$ cat config.mk
export PLATFORM = sky130hd
export DESIGN_NAME = rst_seq_ctrl
export DESIGN_NICKNAME = d
export VERILOG_FILES = /design/src/rtl/rst_seq_ctrl.sv
export SDC_FILE = /design/constraint.sdc
export NUM_CORES = 1
export LEC_CHECK = 0
export CAP_MARGIN = 20
export CORE_MARGIN = 2
export CORE_UTILIZATION = 47
export DETAILED_ROUTE_END_ITERATION = 8
export GPL_TIMING_DRIVEN = 0
export PLACE_DENSITY = 0.72
export SLEW_MARGIN = 0
export SYNTH_ARGS = -nofsm -noshare
export SYNTH_HDL_FRONTEND = slang
export SYNTH_SLANG_ARGS = --single-unit
$ cat constraint.sdc
create_clock -name clk -period 1.96 [get_ports clk]
set_input_delay 0.392 -clock clk [delete_from_list [all_inputs] [get_ports clk]]
set_output_delay 0.392 -clock clk [all_outputs]
set_load 0.01 [all_outputs]
$ cat src/rtl/rst_seq_ctrl.sv
// rtl/rst_seq_ctrl.sv - reset and clock-enable sequencer for the ADC datapath domains
// Synchronizes board reset release, staggers per-domain reset/clock-enable release, services soft reset.
module rst_seq_ctrl #(
  parameter int NUM_DOMAINS    = 4,
  parameter int SYNC_STAGES    = 2,
  parameter int HOLD_CYCLES    = 16,
  parameter int STAGGER_CYCLES = 4,
  parameter int CNT_W          = 8
) (
  input  logic                   clk,
  input  logic                   rst,
  input  logic                   soft_rst_req,
  output logic                   soft_rst_ack,
  output logic [NUM_DOMAINS-1:0] dom_rst_n,
  output logic [NUM_DOMAINS-1:0] dom_clk_en,
  output logic                   ready
);

  localparam logic [2:0] ST_RESET   = 3'd0;
  localparam logic [2:0] ST_HOLD    = 3'd1;
  localparam logic [2:0] ST_RELEASE = 3'd2;
  localparam logic [2:0] ST_RUN     = 3'd3;
  localparam logic [2:0] ST_QUIESCE = 3'd4;

  localparam logic [CNT_W-1:0]       HOLD_LAST    = CNT_W'(HOLD_CYCLES - 1);
  localparam logic [CNT_W-1:0]       STAGGER_LAST = CNT_W'(STAGGER_CYCLES - 1);
  localparam logic [CNT_W-1:0]       QUIESCE_LAST = CNT_W'(1);
  localparam logic [NUM_DOMAINS-1:0] DOM_ONE      = NUM_DOMAINS'(1);
  localparam logic [NUM_DOMAINS-1:0] DOM_ALL      = '1;

  logic [SYNC_STAGES-1:0] sync;
  logic                   rst_sync;
  logic                   rst_sync_next;
  logic [2:0]             state;
  logic [CNT_W-1:0]       cnt;

  assign rst_sync      = sync[SYNC_STAGES-1];
  assign rst_sync_next = sync[SYNC_STAGES-2];

  always_ff @(posedge clk or negedge rst) begin
    if (!rst) begin
      sync <= '0;
    end else begin
      sync <= {sync[SYNC_STAGES-2:0], 1'b1};
    end
  end

  // The FSM leaves RESET on the same edge the synchronizer output rises, so it looks one stage ahead.
  always_ff @(posedge clk or negedge rst) begin
    if (!rst) begin
      state        <= ST_RESET;
      cnt          <= '0;
      dom_rst_n    <= '0;
      dom_clk_en   <= '0;
      ready        <= 1'b0;
      soft_rst_ack <= 1'b0;
    end else begin
      soft_rst_ack <= 1'b0;
      case (state)
        ST_RESET: begin
          if (rst_sync_next && !rst_sync) begin
            state <= ST_HOLD;
            cnt   <= '0;
          end
        end
        ST_HOLD: begin
          if (cnt == HOLD_LAST) begin
            dom_rst_n <= DOM_ONE;
            cnt       <= '0;
            state     <= ST_RELEASE;
          end else begin
            cnt <= cnt + 1'b1;
          end
        end
        ST_RELEASE: begin
          // Resets only ever rise here, so each enable trails its reset by exactly one edge.
          dom_clk_en <= dom_rst_n;
          if (dom_rst_n != DOM_ALL) begin
            if (cnt == STAGGER_LAST) begin
              dom_rst_n <= (dom_rst_n << 1) | DOM_ONE;
              cnt       <= '0;
            end else begin
              cnt <= cnt + 1'b1;
            end
          end else if (dom_clk_en[NUM_DOMAINS-1]) begin
            ready <= 1'b1;
            state <= ST_RUN;
          end
        end
        ST_RUN: begin
          if (soft_rst_req) begin
            dom_clk_en <= '0;
            ready      <= 1'b0;
            cnt        <= '0;
            state      <= ST_QUIESCE;
          end
        end
        ST_QUIESCE: begin
          // Clocks have been gated for two edges before the domain resets drop.
          if (cnt == QUIESCE_LAST) begin
            dom_rst_n    <= '0;
            soft_rst_ack <= 1'b1;
            cnt          <= '0;
            state        <= ST_HOLD;
          end else begin
            cnt <= cnt + 1'b1;
          end
        end
        default: begin
          state <= ST_RESET;
        end
      endcase
    end
  end

endmodule

==> results of run 1 <==
[worst max-delay path by stage]
stage | depth (start not counted) | slack [ns] | startpoint | to
2_1_floorplan | 6 | 0.01 | cnt[0] | dom_rst_n[0]
3_3_place_gp | 6 | -0.08 | cnt[0] | dom_rst_n[2]
3_5_place_dp | 6 | -0.15 | cnt[0] | cnt[0]
4_1_cts | 5 | -0.003 | cnt[7] | dom_rst_n[1]
5_1_grt | 5 | -0.07 | cnt[6] | dom_rst_n[2]
6_report | 5 | 0.03 | cnt[6] | dom_rst_n[2]
[kinds of logic (layout without fill, tap and decap cells)]
| kind of cell | after synthesis | in the layout | synth area share |
|---|---|---|---|
| AO/OA/AOI/OAI | 38 | 38 | 0.224 |
| XOR/XNOR | 1 | 1 | 0.00697 |
| adder cells (fa/ha/maj) | 2 | 2 | 0.0199 |
| buffers and inverters | 6 | 30 | 0.0229 |
| flip-flops | 23 | 23 | 0.458 |
| multiplexers | 5 | 5 | 0.0448 |
| other | 1 | 1 | 0.00299 |
| AND/OR/NAND/NOR | 47 | 47 | 0.220 |
[synthesized netlist by cell type]
cell,count,area [µm²]
dfrtp_1,23,576
o21ai_0,12,60.1
nor2_1,11,41.3
and3_1,7,43.8
nand2_1,7,26.3
a21o_1,6,45.0
a21oi_1,4,20.0
a22o_1,4,35.0
mux2_2,4,45.0
nor2b_1,4,25.0
nor3_1,4,20.0
inv_1,3,11.3
nand3_1,3,15.0
or3b_2,3,26.3
a32o_1,2,20.0
buf_2,2,10.0
ha_1,2,25.0
or3_1,2,12.5
a211oi_1,1,7.51
a21boi_0,1,7.51
a21boi_2,1,11.3
a221o_1,1,10.0
a22oi_1,1,7.51
a31oi_1,1,6.26
and4_1,1,8.76
buf_4,1,7.51
conb_1,1,3.75
mux2_1,1,11.3
nand2b_1,1,6.26
nand4_1,1,6.26
nor3_4,1,16.3
nor3b_1,1,7.51
nor4_4,1,21.3
o22a_1,1,8.76
o2bb2ai_1,1,8.76
o311ai_4,1,26.3
o31ai_1,1,7.51
xnor2_1,1,8.76
[state kept, by name (all words and copies together) (netlist names)]
register,count
dom_clk_en,4
cnt,8
state,3
soft_rst_ack,1
ready,1
dom_rst_n,4
sync,2
[worst register-to-register path, stage by stage, from the launching register on]
cell and delay (ns):
dfrtp_2 0.46, nor4_4 0.37, a21boi_2 0.14, nor3_4 0.31, o311ai_4 0.21, mux2_4 0.33
[stage by stage]
step	std cells	power [mW]	hold slack, ns	util	setup WS [ns]
finish	177	2.42	0.374	0.635	0.0299
detailed placement	165	1.93	0.373	0.568	-0.152
floorplan	123	1.58	0.0964	-	0.00959
global route	177	2.62	0.406	0.635	-0.0693
global placement	165	1.91	0.367	0.568	-0.0822
CTS	173	2.32	0.401	0.609	-0.00250
[power by group]
group          switching [mW]  internal, mW
combinational           0.757         0.726
clock                   0.136        0.0795
sequential              0.124         0.603
[timing repair]
item                                    4_1_cts  5_1_grt
endpoints found under the hold margin         0        0
gates cloned                                  0        0
setup buffers                                 4        3
pin swaps                                     6        4
endpoints found under the setup margin       11       13
gates resized for setup                      12       10
[final cells by class]
class / count / area, µm²
timing repair buffer: 20 / 188
fill: 219 / 913
clock buffer: 4 / 26.3
buffer: 3 / 17.5
sequential: 23 / 579
inverter: 3 / 11.3
multi-input combinational: 94 / 727
tap: 30 / 37.5
[routing by layer]
layer,vias up,GRT usage,share of wire
met1,494,0.247,0.45
met2,25,0.311,0.50
met4,0,0.0314,0.0052
met3,2,0.0535,0.044
li1,503,-,-
met5,-,0,0
==> impl_results.md, run 1 <==
- Via count: 1,024
- CP max-delay cell: dfrtp_2
- Seq/Total Area, Yosys: 0.458
- Crit path buf inv count: 0
- Mapped Nets: 128
- Core area: 2500 µm²
- Clock Skews: 0.0105 ns
- Run status: finished, final reports clean
- Most common cell after layout, fill and taps aside: dfrtp_1
- FP Rows: 18
- Post-Synthesis Cells: 123
- Crit path DAT: 2.13 ns
- Worst setup SP type: flop
- Worst min path class: primary input to asynchronous set/reset pin
- RR Startpoint: cnt[6]
- Vias/cell: 5.79
- Clock slew at reported path FFs: 0.12 ns
- Lkg Pwr: 0.724 nW
- RePlAce Congestion: 0.832
- First-pass GRT wire length: 4.66 mm
- Slew @ Worst Pin: 0.534 ns
- Max-Cap Viols: 0
- Endpoint class of the critical path: flop
- CTS max path bufs: 2
- Top delay family on crit path: simple AND/OR/NAND/NOR gates
- Yosys warns: 0
- GRT Overall Usage: 0.187
- CTS tree: built
- Routed WL: 2.68 mm
- Fin area: 1590 µm²
- Final #Nets: 153
- Antenna viol nets, final: 0
- Initial antenna violation count: 0
- Worst skew pair latency: 0.31 ns
- Critical R2R Capture: dom_rst_n[2]
- Seq cells post-synth: 23
- Vias in the first global route: 1,006
- Setup slack, reg-to-reg: 0.03 ns
- Syn Area/Cell: 10.2 µm²
- CTS HTree Levels: 1
- Crit Path Category: flop to flop
- Die H: 55.7 µm
- Delay of the slowest critical-path stage: 0.46 ns
- CTS Sinks: 23
- Initial core utilization: 0.503
- RSZ-0062 raised after global routing: true
- Final Max Slew Viols: 0
- GRT Residual Overflow: 0
- Die ar.: 3100 µm²
- Layout cell share with drive strength beyond 1: 0.265
- Power Density: 1530 nW/µm²
- DRT iter0 DRCs: 38
- Final worst path period share: 0.985
- CP Max Fanout: 5
- Mapped cell area: 1260 µm²
- Crit-path cells: nor4_4, a21boi_2, nor3_4, o311ai_4, mux2_4
- PortBufs: 12
- Hold-fix buffers, CTS: 0
- DR pass1 iterations: 4
- Cell variety after synth: 38
- Final hold violations: 0
- Synth-to-Final Area Change: 26.3%
- Leading cell types in the layout, fill and taps excluded: 20 x dfrtp_1, 12 x clkdlybuf4s50_1, 10 x nor2_1, 10 x o21ai_0, 8 x buf_4
- DP Area: 1420 µm²
- Horiz. Die Dim: 55.7 µm
- Period minus WS final: 1.93 ns
- Relative slew slack: 0.640
- Ant diodes: 0
- Worst EP required: 2.16 ns
- Num CTS Buffers: 3
- # setup viols final: 0
- Root Buffer: clkbuf_4
- Max Clk Rate: 0.518 GHz
- Largest net degree at the start of global routing: 24
- # IOs: 13
- HPWL after DPL: 1.79 mm
- DRC viols: 0
- Peak supply drop: 1080 µV
- R2R depth: 5
- TNS Setup: 0 ns
- WL/cell: 15.1 µm
No activity file was read; power rests on OpenSTA's default activity.
==> inputs of run 2 (changes only) <==
--- a/config.mk
+++ b/config.mk
@@ -11,7 +11,7 @@
 export DETAILED_ROUTE_END_ITERATION = 8
 export GPL_TIMING_DRIVEN = 0
 export PLACE_DENSITY = 0.72
-export SLEW_MARGIN = 0
+export SKIP_LAST_GASP = 1
 export SYNTH_ARGS = -nofsm -noshare
 export SYNTH_HDL_FRONTEND = slang
 export SYNTH_SLANG_ARGS = --single-unit
==> run 2 against run 1 <==
- sequential share of layout area rose by 0.087 points
- worst hold slack improved by 0.0042 ns
- largest power group unchanged
- core utilization fell by 0.15 points
==> impl_results.md, run 2 (synthesized netlist as in run 1, its figures left out) <==
- Run status: finished, final reports clean
- GRT Residual Overflow: 0 (unchanged)
- CTS Sinks: 23 (unchanged)
- Slew @ Worst Pin: 0.534 ns (unchanged)
- Final Max Slew Viols: 0 (unchanged)
- DP Area: 1420 µm² (unchanged)
- Relative slew slack: 0.640 (unchanged)
- Antenna viol nets, final: 0 (unchanged)
- DRT iter0 DRCs: 35 (-7.9%)
- Setup slack, reg-to-reg: 0.03 ns (about the same)
- RePlAce Congestion: 0.832 (unchanged)
- CTS tree: built
- Ant diodes: 0 (unchanged)
- Max Clk Rate: 0.518 GHz (about the same)
- Fill cell count: 218 (-0.46%)
- Crit path buf inv count: 0 (unchanged)
- Worst EP required: 2.16 ns (about the same)
- Regs by FF count: cnt: 8 flops, dom_clk_en: 4 flops, dom_rst_n: 4 flops
- Final worst path period share: 0.985 (about the same)
- PortBufs: 12 (unchanged)
- # IOs: 13 (unchanged)
- Fin area: 1580 µm² (-0.24%)
- Hold-fix buffers, CTS: 0 (unchanged)
- Lkg Pwr: 0.723 nW (about the same)
- Max reg flops: 8 (unchanged)
- Via count: 1,032 (+0.78%)
- Endpoint class of the critical path: flop
- Num CTS Buffers: 3 (unchanged)
- Delay of the slowest critical-path stage: 0.46 ns (about the same)
- Vias in the first global route: 1,006 (unchanged)
- Worst skew pair latency: 0.31 ns (about the same)
- Max-Cap Viols: 0 (unchanged)
- CP max-delay cell: dfrtp_2
- GRT Overall Usage: 0.187 (unchanged)
- CTS HTree Levels: 1 (unchanged)
- Final #Nets: 153 (unchanged)
- RR Startpoint: cnt[6]
- WL/cell: 15.2 µm (+0.19%)
- DRC viols: 0 (unchanged)
- DR pass1 iterations: 4 (unchanged)
- Root Buffer: clkbuf_4
- Leading cell types in the layout, fill and taps excluded: 20 x dfrtp_1, 12 x clkdlybuf4s50_1, 10 x nor2_1, 10 x o21ai_0, 8 x buf_4
- R2R depth: 5 (unchanged)
- CP Max Fanout: 5 (unchanged)
- RSZ-0062 raised after global routing: true
- Clock Skews: 0.0104 ns (-0.0000702 ns)
- Routed WL: 2.68 mm (+0.19%)
- Crit-path cells: nor4_4, a21boi_2, nor3_4, o311ai_4, mux2_4
- Horiz. Die Dim: 55.7 µm (unchanged)
- FP Rows: 18 (unchanged)
- Worst setup SP type: flop
- Fin Hold WS: 0.378 ns (+0.00423 ns)
- Most common cell after layout, fill and taps aside: dfrtp_1
- Vias/cell: 5.83 (+0.78%)
- Layout cell share with drive strength beyond 1: 0.259 (-0.00680)
- Synth-to-Final Area Change: 26.0%
- # setup viols final: 0 (unchanged)
- Period minus WS final: 1.93 ns (-0.000185 ns)
- Largest net degree at the start of global routing: 24 (unchanged)
- Peak supply drop: 1080 µV (about the same)
- Final hold violations: 0 (unchanged)
- Initial core utilization: 0.503 (unchanged)
- Die H: 55.7 µm (unchanged)
- Critical R2R Capture: dom_rst_n[2]
- Most flops, register: cnt
- CTS max path bufs: 2 (unchanged)
- Initial antenna violation count: 0 (unchanged)
- Clock slew at reported path FFs: 0.12 ns (about the same)
- Die ar.: 3100 µm² (unchanged)
- Crit path DAT: 2.13 ns (about the same)
- First-pass GRT wire length: 4.66 mm (unchanged)
- Top delay family on crit path: simple AND/OR/NAND/NOR gates
- Crit Path Category: flop to flop
- Power Density: 1530 nW/µm² (about the same)
- HPWL after DPL: 1.79 mm (unchanged)
- Worst min path class: primary input to asynchronous set/reset pin
- Core area: 2500 µm² (unchanged)
## run 2: cell types whose count changed in the layout (fill, tap and decap cells not counted)
cell,change
o21ai_2,-1
o21ai_1,+1
## run 2: metrics by stage
stage / worst slack [ns] / setup TNS, ns / cells / utilization / total power [mW]
2_1_floorplan: 0.00959 / 0 / 123 / - / 1.58
3_3_place_gp: -0.0822 / -0.598 / 165 / 0.568 / 1.91
3_5_place_dp: -0.152 / -1.27 / 165 / 0.568 / 1.93
4_1_cts: -0.00250 / -0.00752 / 173 / 0.609 / 2.32
5_1_grt: -0.0693 / -0.354 / 177 / 0.633 / 2.62
6_report: 0.0301 / 0 / 177 / 0.633 / 2.42
## run 2: what timing repair did
action,in CTS,in global routing
setup endpoints to repair,11,13
resized for setup,12,9
gates cloned,0,0
setup buffers,4,3
pin swaps,6,4
## run 2: cell type report
cell class / instances / area, µm² / area share
multi-input combinational: 94 / 723 / 0.457
buffer: 3 / 17.5 / 0.0111
timing repair buffer: 20 / 188 / 0.119
tap: 30 / 37.5 / 0.0237
sequential: 23 / 579 / 0.366
clock buffer: 4 / 26.3 / 0.0166
inverter: 3 / 11.3 / 0.00711
## run 2: metal layers
metal / global-route usage / wire [µm] / vias up
met3: 0.0535 / 109 / 2
met4: 0.0314 / 12 / 0
met1: 0.247 / 1220 / 499
met5: 0 / 0 / -
met2: 0.311 / 1340 / 25
li1: - / - / 506
## run 2: power breakdown
| part | switching [mW] | internal, mW |
|---|---|---|
| Combinational | 0.752 | 0.724 |
| Sequential | 0.124 | 0.603 |
| Clock | 0.136 | 0.0795 |
## run 2: how the worst max path moves through the flow
stage                      start      endpoint  depth (start not counted)
after CTS                 cnt[7]  dom_rst_n[1]                          5
after global routing      cnt[6]  dom_rst_n[2]                          5
final                     cnt[6]  dom_rst_n[2]                          5
after detailed placement  cnt[0]        cnt[0]                          6
after global placement    cnt[0]  dom_rst_n[2]                          6
after floorplan           cnt[0]  dom_rst_n[0]                          6
==> inputs of run 3 (changes only) <==
--- a/config.mk
+++ b/config.mk
@@ -10,7 +10,8 @@
 export CORE_UTILIZATION = 47
 export DETAILED_ROUTE_END_ITERATION = 8
 export GPL_TIMING_DRIVEN = 0
-export PLACE_DENSITY = 0.72
+export PLACE_DENSITY = 0.78
+export REMOVE_ABC_BUFFERS = 1
 export SKIP_LAST_GASP = 1
 export SYNTH_ARGS = -nofsm -noshare
 export SYNTH_HDL_FRONTEND = slang
==> run 3 against run 2 <==
- first-iteration DRC count is 49% lower
- clock power increased by 5%
- critical path type unchanged
- power decreased by 2.9%
- global-route usage decreased by 0.53 points
- non-clock buffer count shrank 2
- critical path depth is the same
- highest routed layer unchanged
==> impl_results.md, run 3 (synthesized netlist as in run 1, its figures left out) <==
- DR pass1 iterations: 4 (unchanged)
- RSZ-0062 raised after global routing: true
- Initial core utilization: 0.503 (unchanged)
- Fin area: 1560 µm² (-1.3%)
- Layout cell share with drive strength beyond 1: 0.228 (-0.0309)
- CTS HTree Levels: 1 (unchanged)
- FP Rows: 18 (unchanged)
- Peak supply drop: 958 µV (-11%)
- Vias/cell: 5.83 (about the same)
- Die H: 55.7 µm (unchanged)
- Horiz. Die Dim: 55.7 µm (unchanged)
- Crit path DAT: 2.13 ns (about the same)
- CP max-delay cell: dfrtp_2
- Crit-path cells: nor4_4, a211oi_2, nor3_4, o311ai_4, mux2_4
- Setup slack, reg-to-reg: 0.05 ns (+0.02 ns)
- Crit Path Category: flop to flop
- # setup viols final: 0 (unchanged)
- Vias in the first global route: 1,044 (+3.8%)
- Synth-to-Final Area Change: 24.3%
- RR Startpoint: cnt[6]
- Slew @ Worst Pin: 0.490 ns (-0.0436 ns)
- Final #Nets: 151 (-1.3%)
- Num CTS Buffers: 3 (unchanged)
- Final hold violations: 0 (unchanged)
- Largest net degree at the start of global routing: 24 (unchanged)
- Power Density: 1500 nW/µm² (-1.6%)
- GRT Overall Usage: 0.182 (-0.00528)
- Final Max Slew Viols: 0 (unchanged)
- Via count: 1,020 (-1.2%)
- Met2 usage in global routing: 0.315 (+0.00340)
- Lkg Pwr: 0.710 nW (-1.9%)
- Clock slew at reported path FFs: 0.12 ns (about the same)
- Max reg flops: 8 (unchanged)
- CP Max Fanout: 4 (-1)
- Worst EP required: 2.18 ns (+0.02 ns)
- Crit path buf inv count: 0 (unchanged)
- Period minus WS final: 1.91 ns (-0.0180 ns)
- Core area: 2500 µm² (unchanged)
- PortBufs: 12 (unchanged)
- Final worst path period share: 0.975 (-0.00916)
- Delay of the slowest critical-path stage: 0.46 ns (about the same)
- Met1 Usage GRT: 0.229 (-0.0177)
- Most common cell after layout, fill and taps aside: dfrtp_1
- Leading cell types in the layout, fill and taps excluded: 19 x dfrtp_1, 12 x clkdlybuf4s50_1, 10 x nor2_1, 10 x o21ai_0, 8 x buf_4
- First-pass GRT wire length: 4.53 mm (-2.7%)
- Most flops, register: cnt
- Run status: finished, final reports clean
- DRC viols: 0 (unchanged)
- Endpoint class of the critical path: flop
- Initial antenna violation count: 0 (unchanged)
- Worst setup SP type: flop
- GRT Residual Overflow: 0 (unchanged)
- Regs by FF count: cnt: 8 flops, dom_clk_en: 4 flops, dom_rst_n: 4 flops
- CTS max path bufs: 2 (unchanged)
- WL/cell: 15.2 µm (+0.13%)
- Max-Cap Viols: 0 (unchanged)
- Worst min path class: primary input to asynchronous set/reset pin
- DP Area: 1400 µm² (-1.7%)
- RePlAce Congestion: 0.819 (-1.6%)
- HPWL after DPL: 1.78 mm (-0.63%)
- CTS tree: built
- Worst skew pair latency: 0.32 ns (about the same)
- Max Clk Rate: 0.523 GHz (+0.94%)
- DRT iter0 DRCs: 18 (-49%)
- Root Buffer: clkbuf_4
- Die ar.: 3100 µm² (unchanged)
- Routed WL: 2.66 mm (-1.0%)
- Ant diodes: 0 (unchanged)
- CTS Sinks: 23 (unchanged)
- Critical R2R Capture: dom_rst_n[1]
- Busiest grt layer: met2
- # IOs: 13 (unchanged)
- Clock Skews: 0.00456 ns (-0.00586 ns)
- Antenna viol nets, final: 0 (unchanged)
- Met3 usage: 0.0302 (-0.0233)
- Fin Hold WS: 0.360 ns (-0.0187 ns)
- Relative slew slack: 0.670 (+0.0294)
- Top delay family on crit path: simple AND/OR/NAND/NOR gates
- R2R depth: 5 (unchanged)
run 3: timing repair:
| action | CTS | global route |
|---|---|---|
| buffers inserted | 4 | 4 |
| hold buffers | 0 | 0 |
| resized for setup | 14 | 6 |
| pin swaps | 3 | 4 |
| setup endpoints to repair | 11 | 11 |
run 3: cell type report:
cell class / instances / area, µm²
repair buffers: 21 / 195
clock buffers: 4 / 26.3
fillers: 212 / 938
flip-flops and latches: 23 / 581
well taps: 30 / 37.5
multi-input cells: 94 / 711
inverters: 3 / 11.3
run 3: power breakdown:
group	internal, mW	switching, mW	total, mW
combinational	0.670	0.657	1.33
clock	0.0798	0.145	0.225
sequential	0.604	0.192	0.796
total	1.35	0.993	2.35
run 3: per-layer routing:
layer  routed length, µm  vias up
met2                1350       16
li1                    -      496
met1                1190      505
met5                   0        -
met4                  33        0
met3                  80        3
run 3: how the worst max path moves through the flow:
stage	from	endpoint	slack [ns]	cells after the start
global route	cnt[6]	dom_rst_n[1]	-0.05	5
finish	cnt[6]	dom_rst_n[1]	0.05	5
global placement	cnt[0]	dom_rst_n[0]	-0.18	6
CTS	cnt[5]	dom_rst_n[1]	0.0002	5
floorplan	cnt[0]	dom_rst_n[0]	-0.08	6
detailed placement	cnt[0]	dom_rst_n[3]	-0.23	6
run 3: through the flow:
stage,util,setup WS (ns),TNS [ns],std cells,power [mW]
floorplan,-,-0.0814,-0.308,120,1.55
global placement,0.559,-0.182,-1.49,162,1.86
detailed placement,0.559,-0.234,-2.31,162,1.89
CTS,0.602,0.000231,0,170,2.33
global route,0.625,-0.0468,-0.219,175,2.54
finish,0.625,0.0481,0,175,2.35
